`src/rtl/peri_bus_arb_if.sv`:
```
// Single peripheral-bus channel: request strobes, address and write data one way,
// completion pulse, read data and error flag the other way.
interface peri_bus_arb_if #(
    parameter int AW = 32,
    parameter int DW = 32
);
    logic          regw;
    logic          regr;
    logic [AW-1:0] adr;
    logic [DW-1:0] wdata;
    logic          ack;
    logic [DW-1:0] rdat;
    logic          err;

    modport master (
        output regw, regr, adr, wdata,
        input  ack, rdat, err
    );

    modport slave (
        input  regw, regr, adr, wdata,
        output ack, rdat, err
    );
endinterface

```
`src/rtl/peri_bus_arb.sv`:
```
// Two-requester round-robin arbiter for the shared peripheral port, with a
// post-transfer idle gap and a hung-slave timeout.
module peri_bus_arb #(
    parameter int            AW        = 32,
    parameter int            DW        = 32,
    parameter int            GAP_CYC   = 1,
    parameter int            TIMEOUT   = 64,
    parameter logic [DW-1:0] ERR_RDATA = DW'(32'hDEADBEEF)
) (
    input  logic           clk,
    input  logic           rstz,
    peri_bus_arb_if.slave  m0,
    peri_bus_arb_if.slave  m1,
    peri_bus_arb_if.master s,
    output logic [1:0]     grant
);

    localparam int TW = $clog2(TIMEOUT);
    localparam int GW = (GAP_CYC > 1) ? $clog2(GAP_CYC) : 1;

    localparam logic [1:0] ST_IDLE = 2'd0;
    localparam logic [1:0] ST_BUSY = 2'd1;
    localparam logic [1:0] ST_GAP  = 2'd2;

    logic [1:0]    r_state;
    logic          r_owner;
    logic          r_lastGrant;
    logic          r_sRegw;
    logic          r_sRegr;
    logic [AW-1:0] r_sAdr;
    logic [DW-1:0] r_sWdata;
    logic [TW-1:0] r_tmo;
    logic [GW-1:0] r_gapCnt;

    logic          w_req0;
    logic          w_req1;
    logic          w_pick1;
    logic          w_selWrite;
    logic [AW-1:0] w_selAdr;
    logic [DW-1:0] w_selWdata;
    logic          w_inBusy;
    logic          w_slaveDone;
    logic          w_timeout;
    logic          w_ack;
    logic [DW-1:0] w_rdat;

    // r_lastGrant=1 means m1 was served last, so a tie goes to m0.
    always_comb begin
        w_req0     = m0.regw | m0.regr;
        w_req1     = m1.regw | m1.regr;
        w_pick1    = w_req1 & (~w_req0 | ~r_lastGrant);
        w_selWrite = w_pick1 ? m1.regw  : m0.regw;
        w_selAdr   = w_pick1 ? m1.adr   : m0.adr;
        w_selWdata = w_pick1 ? m1.wdata : m0.wdata;
    end

    // A slave ack on the final timeout cycle still counts as a normal completion.
    always_comb begin
        w_inBusy    = (r_state == ST_BUSY);
        w_slaveDone = w_inBusy & s.ack;
        w_timeout   = w_inBusy & ~s.ack & (r_tmo == TW'(TIMEOUT - 1));
        w_ack       = w_slaveDone | w_timeout;
        if (w_timeout) begin
            w_rdat = ERR_RDATA;
        end else if (r_sRegr) begin
            w_rdat = s.rdat;
        end else begin
            w_rdat = '0;
        end
    end

    always_ff @(posedge clk or negedge rstz) begin
        if (!rstz) begin
            r_state     <= ST_IDLE;
            r_owner     <= 1'b0;
            r_lastGrant <= 1'b1;
            r_sRegw     <= 1'b0;
            r_sRegr     <= 1'b0;
            r_sAdr      <= '0;
            r_sWdata    <= '0;
            r_tmo       <= '0;
            r_gapCnt    <= '0;
        end else begin
            case (r_state)
                ST_IDLE: begin
                    if (w_req0 | w_req1) begin
                        r_owner     <= w_pick1;
                        r_lastGrant <= w_pick1;
                        r_sRegw     <= w_selWrite;
                        r_sRegr     <= ~w_selWrite;
                        r_sAdr      <= w_selAdr;
                        r_sWdata    <= w_selWdata;
                        r_tmo       <= '0;
                        r_state     <= ST_BUSY;
                    end
                end
                ST_BUSY: begin
                    if (w_ack) begin
                        r_sRegw  <= 1'b0;
                        r_sRegr  <= 1'b0;
                        r_gapCnt <= '0;
                        r_state  <= ST_GAP;
                    end else begin
                        r_tmo <= r_tmo + 1'b1;
                    end
                end
                ST_GAP: begin
                    if (r_gapCnt == GW'(GAP_CYC - 1)) begin
                        r_state <= ST_IDLE;
                    end else begin
                        r_gapCnt <= r_gapCnt + 1'b1;
                    end
                end
                default: begin
                    r_state <= ST_IDLE;
                end
            endcase
        end
    end

    assign s.regw  = r_sRegw;
    assign s.regr  = r_sRegr;
    assign s.adr   = r_sAdr;
    assign s.wdata = r_sWdata;

    assign m0.ack  = w_ack & ~r_owner;
    assign m0.err  = w_timeout & ~r_owner;
    assign m0.rdat = (w_ack & ~r_owner) ? w_rdat : '0;
    assign m1.ack  = w_ack & r_owner;
    assign m1.err  = w_timeout & r_owner;
    assign m1.rdat = (w_ack & r_owner) ? w_rdat : '0;

    assign grant = (r_state == ST_IDLE) ? 2'b00 : (r_owner ? 2'b10 : 2'b01);

endmodule

```
`src/flat_wrapper.sv`:
```
// flat-port wrapper written by rule: the top's interface ports become plain ports
module peri_bus_arb_flat 
#(
    parameter int            AW        = 32,
    parameter int            DW        = 32,
    parameter int            GAP_CYC   = 1,
    parameter int            TIMEOUT   = 64,
    parameter logic [DW-1:0] ERR_RDATA = DW'(32'hDEADBEEF)
)
  (clk, rstz, grant, m0_regw, m0_regr, m0_adr, m0_wdata, m0_ack, m0_rdat, m0_err, m1_regw, m1_regr, m1_adr, m1_wdata, m1_ack, m1_rdat, m1_err, s_regw, s_regr, s_adr, s_wdata, s_ack, s_rdat, s_err);
  peri_bus_arb_if #(.AW(AW), .DW(DW)) m0_i ();
  peri_bus_arb_if #(.AW(AW), .DW(DW)) m1_i ();
  peri_bus_arb_if #(.AW(AW), .DW(DW)) s_i ();
  input  logic clk;
  input  logic rstz;
  output logic [1:0] grant;
  input wire logic [$bits(m0_i.regw)-1:0] m0_regw;
  input wire logic [$bits(m0_i.regr)-1:0] m0_regr;
  input wire logic [$bits(m0_i.adr)-1:0] m0_adr;
  input wire logic [$bits(m0_i.wdata)-1:0] m0_wdata;
  output wire logic [$bits(m0_i.ack)-1:0] m0_ack;
  output wire logic [$bits(m0_i.rdat)-1:0] m0_rdat;
  output wire logic [$bits(m0_i.err)-1:0] m0_err;
  input wire logic [$bits(m1_i.regw)-1:0] m1_regw;
  input wire logic [$bits(m1_i.regr)-1:0] m1_regr;
  input wire logic [$bits(m1_i.adr)-1:0] m1_adr;
  input wire logic [$bits(m1_i.wdata)-1:0] m1_wdata;
  output wire logic [$bits(m1_i.ack)-1:0] m1_ack;
  output wire logic [$bits(m1_i.rdat)-1:0] m1_rdat;
  output wire logic [$bits(m1_i.err)-1:0] m1_err;
  output wire logic [$bits(s_i.regw)-1:0] s_regw;
  output wire logic [$bits(s_i.regr)-1:0] s_regr;
  output wire logic [$bits(s_i.adr)-1:0] s_adr;
  output wire logic [$bits(s_i.wdata)-1:0] s_wdata;
  input wire logic [$bits(s_i.ack)-1:0] s_ack;
  input wire logic [$bits(s_i.rdat)-1:0] s_rdat;
  input wire logic [$bits(s_i.err)-1:0] s_err;
  assign m0_i.regw = m0_regw;
  assign m0_i.regr = m0_regr;
  assign m0_i.adr = m0_adr;
  assign m0_i.wdata = m0_wdata;
  assign m0_ack = m0_i.ack;
  assign m0_rdat = m0_i.rdat;
  assign m0_err = m0_i.err;
  assign m1_i.regw = m1_regw;
  assign m1_i.regr = m1_regr;
  assign m1_i.adr = m1_adr;
  assign m1_i.wdata = m1_wdata;
  assign m1_ack = m1_i.ack;
  assign m1_rdat = m1_i.rdat;
  assign m1_err = m1_i.err;
  assign s_regw = s_i.regw;
  assign s_regr = s_i.regr;
  assign s_adr = s_i.adr;
  assign s_wdata = s_i.wdata;
  assign s_i.ack = s_ack;
  assign s_i.rdat = s_rdat;
  assign s_i.err = s_err;
  peri_bus_arb #(.AW(AW), .DW(DW), .GAP_CYC(GAP_CYC), .TIMEOUT(TIMEOUT), .ERR_RDATA(ERR_RDATA)) u_core (.clk(clk), .rstz(rstz), .m0(m0_i), .m1(m1_i), .s(s_i), .grant(grant));
endmodule
```
`config.mk`:
```
export PLATFORM = sky130hd
export DESIGN_NAME = peri_bus_arb_flat
export DESIGN_NICKNAME = d
export VERILOG_FILES = /design/src/rtl/peri_bus_arb_if.sv /design/src/rtl/peri_bus_arb.sv /design/src/flat_wrapper.sv
export SDC_FILE = /design/constraint.sdc
export NUM_CORES = 1
export LEC_CHECK = 0
export CAP_MARGIN = 20
export CORE_MARGIN = 2
export CORE_UTILIZATION = 31
export CTS_CLUSTER_DIAMETER = 120
export DETAILED_ROUTE_END_ITERATION = 6
export GPL_TIMING_DRIVEN = 0
export PLACE_DENSITY_LB_ADDON = 0.08
export SYNTH_ARGS = -nofsm -noshare
export SYNTH_HDL_FRONTEND = slang
export SYNTH_SLANG_ARGS = --single-unit
```
`constraint.sdc`:
```
create_clock -name clk -period 2.1 [get_ports clk]
set_input_delay 0.63 -clock clk [delete_from_list [all_inputs] [get_ports clk]]
set_output_delay 0.63 -clock clk [all_outputs]
set_load 0.01 [all_outputs]
```
==> impl_metrics.ini, run 1 <==
[setup_path]
cpPeakStageDelay_ns = 0.39
critPathKind = reg -> out
required_ns = 1.47
cp-start-kind = flip-flop
cp.arrival_ns = 1.77
regToRegEndpoint = u_core.s.adr[22]$_DFFE_PN0P_
worstPathCellList = ha_4 > nand3_4 > nor3b_4 > buf_6 > buf_6 > a21oi_1 > nor2_1 > buf_2
worst-r2r-cell-count = 8
worstReg2RegStart = u_core.r_state[0]$_DFFE_PN0P_
cp-end-kind = output port
timing.critical_path.mode_cell = buf_6
r2r_setup_slack_ns = 0.36
crit_slowest_cell = dfrtp_1
worstPathMaxFanout = 6

[routing]
drc_errors = 0
vias = 4965
wl_per_cell_um = 16.2
drt-vias-per-instance = 4.76
drtIter0Drc = 271
drtAntennaViolNets = 0
routed_wl_um = 16800
firstDrtPassIters = 4

[global_route]
met2_usage_pct = 40.7
busiest_layer = met2
grt_max_degree = 44
overflow = 0
grt_use_met3_pct = 6.70
first_global_vias = 4895
antenna_found_initial = 0
grt_util_all_layers_pct = 23.2
grt_use_met1_pct = 27.9
grt_pass1_wl_um = 26200

[finish]
n_antenna_cell = 0
most-common-layout-cells = clkdlybuf4s50_1 (228), a21oi_1 (134), nor2_1 (103), nand2_1 (78), buf_2 (74)
stdcell_count = 1042
nNetsFinal = 1035
area_growth_pct = 95.0
final_common_cell = clkdlybuf4s50_1
fill_cells = 1112
drive_above_1_share_pct = 25.6
stdcell_area_um2 = 7980

[clock_network]
cts.sink_count = 76
cts-root-buf = clkbuf_16
hold_buffers = 0
worstSkewPairLatency_ns = 0.34
h-tree-depth = 3
clkSlewWorstSetupHoldPaths_ns = 0.07
cts_tree = yes
cts_inserted_buffers = 9
clock_path_buffers = 2

[placement]
dp_cells = 1006
dpl_cell_area_um2 = 7410
gp_congestion = 0.831
numPortBuffers = 301
post-place-ws_ns = -0.727
hpwl_um = 12300

[floorplan]
die_h_um = 119
die_w_um = 119
io_pins = 304
start_util_pct = 32.0
core_area_um2 = 12800
num_rows = 41
dieArea_um2 = 14100

[yosys]
syn-cell-area_um2 = 4090
synth_area_leaders = dfrtp_1 (46%), a21oi_1 (18%), nor2_1 (12%)
syn-num-nets = 701
synth.yosys.seq_area_share_pct = 46.5
synth_area_leader_cell = dfrtp_1
syn_avg_cell_area_um2 = 7.69
yosys_warnings = 0
synth_top_area_share_pct = 45.9
synthCells = 532
yosysUniqueCellTypes = 31
synth_seq_cells = 76

[pwr]
p_comb_share_pct = 56.7
swShare_pct = 39.5
p_seq_share_pct = 26.9
internal_power_uw = 6110
p_leak_uw = 0.00343
switching_power_uw = 3980
pwr_density_cell_nw_per_um2 = 1260
irDropWorstVdd_uv = 710
clkPwrFrac_pct = 16.5

[timing]
relSlewSlack_pct = 67.1
rsz0062_at_grt = yes
tightest_slew_ns = 0.493
finalSetupViolCount = 69
hold_violations = 0
final-max-slew-violation-count = 0
period_share_pct = 114
fin_ws_ns = -0.303
fmax_mhz = 416
fin_setup_tns_ns = -14.13
min_period_ns = 2.40
fin_skew_ns = 0.0135
worst_hold_slack_ns = 0.238

[outcome]
violations = setup timing
status = complete, but fails checks

[hold_path]
hold_path_class = in -> async

[job]
drv_cap = 0
-- routing by layer --
layer	part of all wire, %	up-vias
met5	0	-
met2	52	207
met1	40	2310
met3	7.7	13
met4	1.1	0
li1	-	2435
-- flip-flops by register name, indices dropped and copies added, names as in the netlist --
register,count
u_core.s.adr,32
u_core.s.wdata,32
u_core.r_tmo,6
u_core.r_state,2
u_core.r_lastGrant,1
u_core.r_owner,1
u_core.s.regr,1
u_core.s.regw,1
-- logic make-up (layout without fill, tap and decap cells) --
| kind of cell | after synthesis | after routing | share of synthesized area (%) |
|---|---|---|---|
| simple gates | 237 | 237 | 23.2 |
| compound gates | 171 | 171 | 22.7 |
| flops | 76 | 76 | 46.5 |
| buf+inv | 44 | 382 | 6.49 |
| mux | 3 | 3 | 0.734 |
| fa+ha+maj | 1 | 1 | 0.306 |
-- stage by stage --
stage | total power (uW) | utilization (%)
final | 10100 | 62.5
after global routing | 10800 | 62.5
after CTS | 9850 | 60.5
after detailed placement | 7910 | 58.0
after global placement | 7770 | 57.8
after floorplan | 5310 | -
-- power by group through the flow --
| stage | sequential [uW] | combinational, uW | clock, uW |
|---|---|---|---|
| after floorplan | 2920 | 2390 | 0 |
| after global placement | 2620 | 5160 | 0 |
| after detailed placement | 2640 | 5270 | 0 |
| after CTS | 2690 | 5450 | 1710 |
| after global routing | 2810 | 6220 | 1770 |
| final | 2710 | 5720 | 1660 |
-- synth_stat cells (all sizes together) --
| master | number |
|---|---|
| o21ai | 5 |
| a21oi | 156 |
| dfstp | 1 |
| mux2i | 3 |
| nand3 | 4 |
| clkbuf | 9 |
| dfrtp | 75 |
| inv | 2 |
| nor3 | 3 |
| o311ai | 1 |
| and3 | 3 |
| and2 | 3 |
| buf | 33 |
| nor2 | 136 |
| o22ai | 1 |
| nor3b | 1 |
| a41oi | 1 |
| ha | 1 |
| o21a | 1 |
| a31o | 1 |
| nor4 | 1 |
| a31oi | 1 |
| nand2 | 80 |
| nand2b | 4 |
| nor2b | 2 |
| o2bb2ai | 4 |
-- layout make-up --
| type | count | area (um^2) | share of cell area, % |
|---|---|---|---|
| inverters | 2 | 7.51 | 0.0941 |
| well taps | 172 | 215 | 2.70 |
| clock inverters | 6 | 87.6 | 1.10 |
| plain buffers | 39 | 307 | 3.84 |
| flip-flops and latches | 76 | 1910 | 23.9 |
| clock buffers | 9 | 225 | 2.82 |
| repair buffers | 326 | 2960 | 37.2 |
| multi-input cells | 412 | 2260 | 28.4 |
-- worst max-delay path: cells and delay by family (launching register included) --
kind	cells	cell delay, ns
adders and majority gates	1	0.17
buffers and inverters	3	0.43
AOI/OAI and AO/OA	1	0.05
DFF	1	0.39
and+or+nand+nor	3	0.39
-- repair_timing --
item,4_1_cts,5_1_grt
setup endpoints to repair,113,141
pin swaps,20,26
resized for setup,336,52
cloned,2,1
buffers inserted,13,9
-- worst max-delay path by stage --
stage | start | endpoint | slack [ns] | depth (start not counted)
3_3_place_gp | rstz | u_core.s.adr[9]$_DFFE_PN0P_ | -2.40 | 1
6_report | u_core.r_tmo[0]$_DFFE_PN0P_ | m0_rdat[1] | -0.30 | 8
5_1_grt | u_core.r_tmo[0]$_DFFE_PN0P_ | m1_rdat[3] | -0.41 | 8
3_5_place_dp | u_core.r_state[0]$_DFFE_PN0P_ | m1_rdat[12] | -0.73 | 5
4_1_cts | u_core.r_tmo[1]$_DFFE_PN0P_ | m1_rdat[27] | -0.31 | 8
2_1_floorplan | s_ack | m0_rdat[21] | 0.009 | 5
No activity file was read; power rests on OpenSTA's default activity.
==> run 2, diff against run 1 <==
--- a/config.mk
+++ b/config.mk
@@ -8,10 +8,13 @@
 export CAP_MARGIN = 20
 export CORE_MARGIN = 2
 export CORE_UTILIZATION = 31
+export CTS_BUF_LIST = sky130_fd_sc_hd__clkbuf_16
 export CTS_CLUSTER_DIAMETER = 120
+export CTS_CLUSTER_SIZE = 28
 export DETAILED_ROUTE_END_ITERATION = 6
 export GPL_TIMING_DRIVEN = 0
 export PLACE_DENSITY_LB_ADDON = 0.08
+export SKIP_LAST_GASP = 1
 export SYNTH_ARGS = -nofsm -noshare
 export SYNTH_HDL_FRONTEND = slang
 export SYNTH_SLANG_ARGS = --single-unit
==> impl_metrics.ini, run 2 (synthesized netlist as in run 1, its figures left out) <==
[floorplan]
dieArea_um2 = 14100
core_area_um2 = 12800
die_w_um = 119
start_util_pct = 32.0
die_h_um = 119
io_pins = 304
num_rows = 41

[routing]
routed_wl_um = 16900
firstDrtPassIters = 4
drc_errors = 0
drtIter0Drc = 271
wl_per_cell_um = 16.2
drt-vias-per-instance = 4.77
drtAntennaViolNets = 0
vias = 4972

[setup_path]
cp.arrival_ns = 1.77
crit_slowest_cell = dfrtp_1
critPathKind = reg -> out
cp-start-kind = flip-flop
timing.critical_path.mode_cell = buf_6
required_ns = 1.47
worstPathCellList = ha_4 > nand3_4 > nor3b_4 > buf_6 > buf_6 > a21oi_1 > nor2_1 > buf_2
worstPathMaxFanout = 6
cp-end-kind = output port
cpPeakStageDelay_ns = 0.39

[global_route]
grt_util_all_layers_pct = 23.2
first_global_vias = 4893
overflow = 0
antenna_found_initial = 0
grt_max_degree = 44
grt_pass1_wl_um = 26200

[outcome]
status = complete, but fails checks
violations = setup timing

[finish]
area_growth_pct = 95.0
most-common-layout-cells = clkdlybuf4s50_1 (228), a21oi_1 (134), nor2_1 (103), nand2_1 (78), buf_2 (74)
utilization_pct = 62.5
stdcell_count = 1042
final_common_cell = clkdlybuf4s50_1
nNetsFinal = 1035
n_antenna_cell = 0
drive_above_1_share_pct = 25.6

[clock_network]
cts_tree = yes
h-tree-depth = 3
worstSkewPairLatency_ns = 0.34
cts_inserted_buffers = 9
cts-root-buf = clkbuf_16
cts.sink_count = 76
clock_path_buffers = 2
clkSlewWorstSetupHoldPaths_ns = 0.07
hold_buffers = 0

[timing]
final-max-slew-violation-count = 0
period_share_pct = 114
min_period_ns = 2.40
fin_skew_ns = 0.0135
rsz0062_at_grt = yes
tightest_slew_ns = 0.493
fin_setup_tns_ns = -14.09
fin_ws_ns = -0.302
relSlewSlack_pct = 67.1
fmax_mhz = 416
hold_violations = 0
finalSetupViolCount = 69

[pwr]
switching_power_uw = 3980
finalPower_uw = 10100
clkPwrFrac_pct = 16.5
internal_power_uw = 6110
irDropWorstVdd_uv = 710
pwr_density_cell_nw_per_um2 = 1260
swShare_pct = 39.5
p_seq_share_pct = 26.9
p_leak_uw = 0.00343
p_comb_share_pct = 56.7

[placement]
gp_congestion = 0.831
numPortBuffers = 301
dp_cells = 1006
post-place-ws_ns = -0.727
hpwl_um = 12300

[job]
drv_cap = 0

[hold_path]
hold_path_class = in -> async
## run 2: cell counts in the layout (fill, tap and decap cells not counted)
No cell type changed its count.
## run 2: worst paths after layout
kind / cells past startpoint / startpoint / endpoint / slack, ns
worst min-delay path: 1 / rstz / u_core.s.wdata[7]$_DFFE_PN0P_ / 0.24
worst max register to register: 8 / u_core.r_state[0]$_DFFE_PN0P_ / u_core.s.adr[22]$_DFFE_PN0P_ / 0.36
max in group asynchronous: 2 / rstz / u_core.r_tmo[3]$_DFFE_PN0P_ / 1.26
worst max-delay path: 8 / u_core.r_tmo[0]$_DFFE_PN0P_ / m0_rdat[1] / -0.30
worst min register to register: 2 / u_core.r_lastGrant$_DFFE_PN1P_ / u_core.r_lastGrant$_DFFE_PN1P_ / 0.51
min in group clk: 2 / u_core.r_lastGrant$_DFFE_PN1P_ / u_core.r_lastGrant$_DFFE_PN1P_ / 0.51
## run 2: worst max-delay path, delay by kind of cell, from the launching register on
family | cells | cell delay, ns
adders and majority gates | 1 | 0.17
and+or+nand+nor | 3 | 0.39
DFF | 1 | 0.39
AOI/OAI and AO/OA | 1 | 0.05
buffers and inverters | 3 | 0.43
## run 2: area by class of cell
class                           count  area [um^2]
Clock buffer                        9          225
Timing Repair Buffer              326         2960
Fill cell                        1112         4800
Multi-Input combinational cell    412         2260
Tap cell                          172          215
Inverter                            2         7.51
Buffer                             39          307
Sequential cell                    76         1910
Clock inverter                      6         87.6
## run 2: per-layer routing
metal  routed length (um)  vias up  share of wire [%]  GRT usage [%]
met5                    0        -                  0              0
met2                 8700      204                 52           40.7
met3                 1290       13                7.7           6.70
met1                 6680     2321                 40           27.9
li1                     -     2434                  -              -
met4                  184        0                1.1           6.03
## run 2: power by group through the flow
stage	sequential [uW]	clock [uW]	combinational, uW
after floorplan	2920	0	2390
after global placement	2620	0	5160
after detailed placement	2640	0	5270
after CTS	2690	1710	5450
after global routing	2810	1770	6220
final	2710	1660	5720
## run 2: stage by stage
step	hold WS, ns	instance area (um^2)
floorplan	0.334	4160
global placement	0.488	7390
detailed placement	0.496	7410
CTS	0.243	7720
global route	0.257	7980
finish	0.239	7980
## run 2: timing repair
item / in CTS / in global routing
pin swaps: 20 / 27
endpoints found under the setup margin: 113 / 141
gates cloned: 2 / 1
setup buffers: 13 / 9
gates resized for setup: 335 / 53
==> run 3, diff against run 2 <==
--- a/config.mk
+++ b/config.mk
@@ -5,9 +5,10 @@
 export SDC_FILE = /design/constraint.sdc
 export NUM_CORES = 1
 export LEC_CHECK = 0
+export ABC_AREA = 1
 export CAP_MARGIN = 20
 export CORE_MARGIN = 2
-export CORE_UTILIZATION = 31
+export CORE_UTILIZATION = 33
 export CTS_BUF_LIST = sky130_fd_sc_hd__clkbuf_16
 export CTS_CLUSTER_DIAMETER = 120
 export CTS_CLUSTER_SIZE = 28
==> impl_metrics.ini, run 3 <==
[floorplan]
die_w_um = 121
dieArea_um2 = 14600
die_h_um = 121
start_util_pct = 33.9
io_pins = 304
core_area_um2 = 13300
num_rows = 42

[placement]
hpwl_um = 12400
dp_cells = 1183
gp_congestion = 0.828
numPortBuffers = 302

[setup_path]
cp_num_buf_inv = 3
worst-r2r-cell-count = 12
critPathKind = reg -> out
crit_slowest_cell = dfrtp_1
cpPeakStageDelay_ns = 0.40
r2r_setup_slack_ns = 0.16
worstPathCellList = ha_4 > nand3_4 > nor2_4 > nand2_4 > nand2_8 > nand2_8 > inv_8 > nand2_1 > inv_1 > clkdlybuf4s15_1
cp_num_cells = 10
required_ns = 1.47
cp-end-kind = output port
worstPathMaxFanout = 7
cp-start-kind = flip-flop
timing.critical_path.mode_cell = nand2_8
cp.arrival_ns = 1.84
critPathTopFamily = simple AND/OR/NAND/NOR gates

[yosys]
synth_seq_cells = 76
synthCells = 704
syn_avg_cell_area_um2 = 6.40
yosys_warnings = 0
async_reset_ff_share_pct = 100
synth_edf_count = 0
syn-num-nets = 873
synth.yosys.seq_area_share_pct = 42.3
yosysUniqueCellTypes = 22
synth_area_leader_cell = dfrtp_1
synth_area_leaders = dfrtp_1 (42%), nand2_1 (36%), nor2_1 (5.8%)
syn-cell-area_um2 = 4500
yosys_most_used_dff = dfrtp_1
yosysMostFrequentCell = nand2_1
synth_common_cells = nand2_1 (435), dfrtp_1 (75), nor2_1 (69)
synth_top_area_share_pct = 41.7

[timing]
fin_skew_ns = 0.00660
fin_setup_tns_ns = -22.03
period_share_pct = 118
min_period_ns = 2.47
relSlewSlack_pct = 64.3
hold_violations = 0
rsz0062_at_grt = yes
tightest_slew_ns = 0.536
final-max-slew-violation-count = 0
fin_ws_ns = -0.372
finalSetupViolCount = 68
fmax_mhz = 404

[finish]
final_common_cell = nand2_1
area_growth_pct = 82.1
stdcell_count = 1219
n_antenna_cell = 0
most-common-layout-cells = nand2_1 (430), clkdlybuf4s50_1 (230), dfrtp_1 (74), buf_2 (60), nor2_1 (56)
utilization_pct = 61.7
nNetsFinal = 1207
drive_above_1_share_pct = 16.8

[clock_network]
cts_inserted_buffers = 9
clock_path_buffers = 2
worstSkewPairLatency_ns = 0.34
hold_buffers = 0
h-tree-depth = 3
cts_tree = yes
cts-root-buf = clkbuf_16
clkSlewWorstSetupHoldPaths_ns = 0.06
cts.sink_count = 76

[global_route]
antenna_found_initial = 0
first_global_vias = 5173
overflow = 0
grt_max_degree = 41
grt_pass1_wl_um = 26300
grt_util_all_layers_pct = 22.8

[routing]
drtAntennaViolNets = 0
vias = 5432
drc_errors = 0
routed_wl_um = 16700
firstDrtPassIters = 4
wl_per_cell_um = 13.7
drt-vias-per-instance = 4.46
drtIter0Drc = 239

[hold_path]
hold_path_class = in -> async

[job]
drv_cap = 0

[pwr]
p_leak_uw = 0.00430
pwr_density_cell_nw_per_um2 = 1140
irDropWorstVdd_uv = 563
finalPower_uw = 9320

[outcome]
status = complete, but fails checks
violations = setup timing
## run 3: final cells by class
cell class	count	area [um^2]
Inverter	34	143
Sequential cell	76	1900
Clock buffer	9	225
Multi-Input combinational cell	554	2420
Buffer	40	255
Tap cell	176	220
Timing Repair Buffer	323	2980
Clock inverter	7	61.3
Fill cell	1288	5090
## run 3: worst paths after layout
kind | start | end
setup / recovery | u_core.r_tmo[0]$_DFFE_PN0P_ | m1_rdat[14]
hold / removal | rstz | u_core.s.adr[26]$_DFFE_PN0P_
setup reg to reg | u_core.r_tmo[0]$_DFFE_PN0P_ | u_core.r_tmo[3]$_DFFE_PN0P_
hold reg to reg | u_core.r_lastGrant$_DFFE_PN1P_ | u_core.r_lastGrant$_DFFE_PN1P_
max in group asynchronous | rstz | u_core.r_owner$_DFFE_PN0P_
min in group clk | u_core.r_lastGrant$_DFFE_PN1P_ | u_core.r_lastGrant$_DFFE_PN1P_
## run 3: what timing repair did
item | in CTS | in global routing
buffers inserted | 16 | 3
pin swaps | 13 | 7
cloned | 1 | 0
setup endpoints to repair | 71 | 93
gates resized for setup | 299 | 46
## run 3: report_power, final
part           switching, uW  internal [uW]
Clock                    604            905
Sequential               379           2140
Combinational           2890           2400
Total                   3870           5450
## run 3: logic make-up (layout without fill, tap and decap cells)
kind of cell | Yosys count | after routing | share of synthesized area [%]
flops | 76 | 76 | 42.3
xor+xnor | 3 | 3 | 0.583
compound gates | 27 | 27 | 4.33
simple gates | 523 | 523 | 45.1
fa+ha+maj | 1 | 1 | 0.278
buf+inv | 74 | 413 | 7.44
## run 3: through the flow
step	area [um^2]	worst slack, ns	hold slack, ns
2_1_floorplan	4500	0.0194	0.334
3_3_place_gp	7750	-2.41	0.457
3_5_place_dp	7760	-1.03	0.464
4_1_cts	8070	-0.382	0.280
5_1_grt	8200	-0.483	0.291
6_report	8200	-0.372	0.269
## run 3: layer usage
metal,wire (um),vias up,track usage [%]
li1,-,2788,-
met1,6650,2418,26.3
met2,8340,204,39.5
met3,1390,22,7.92
met4,295,0,7.27
met5,0,-,0
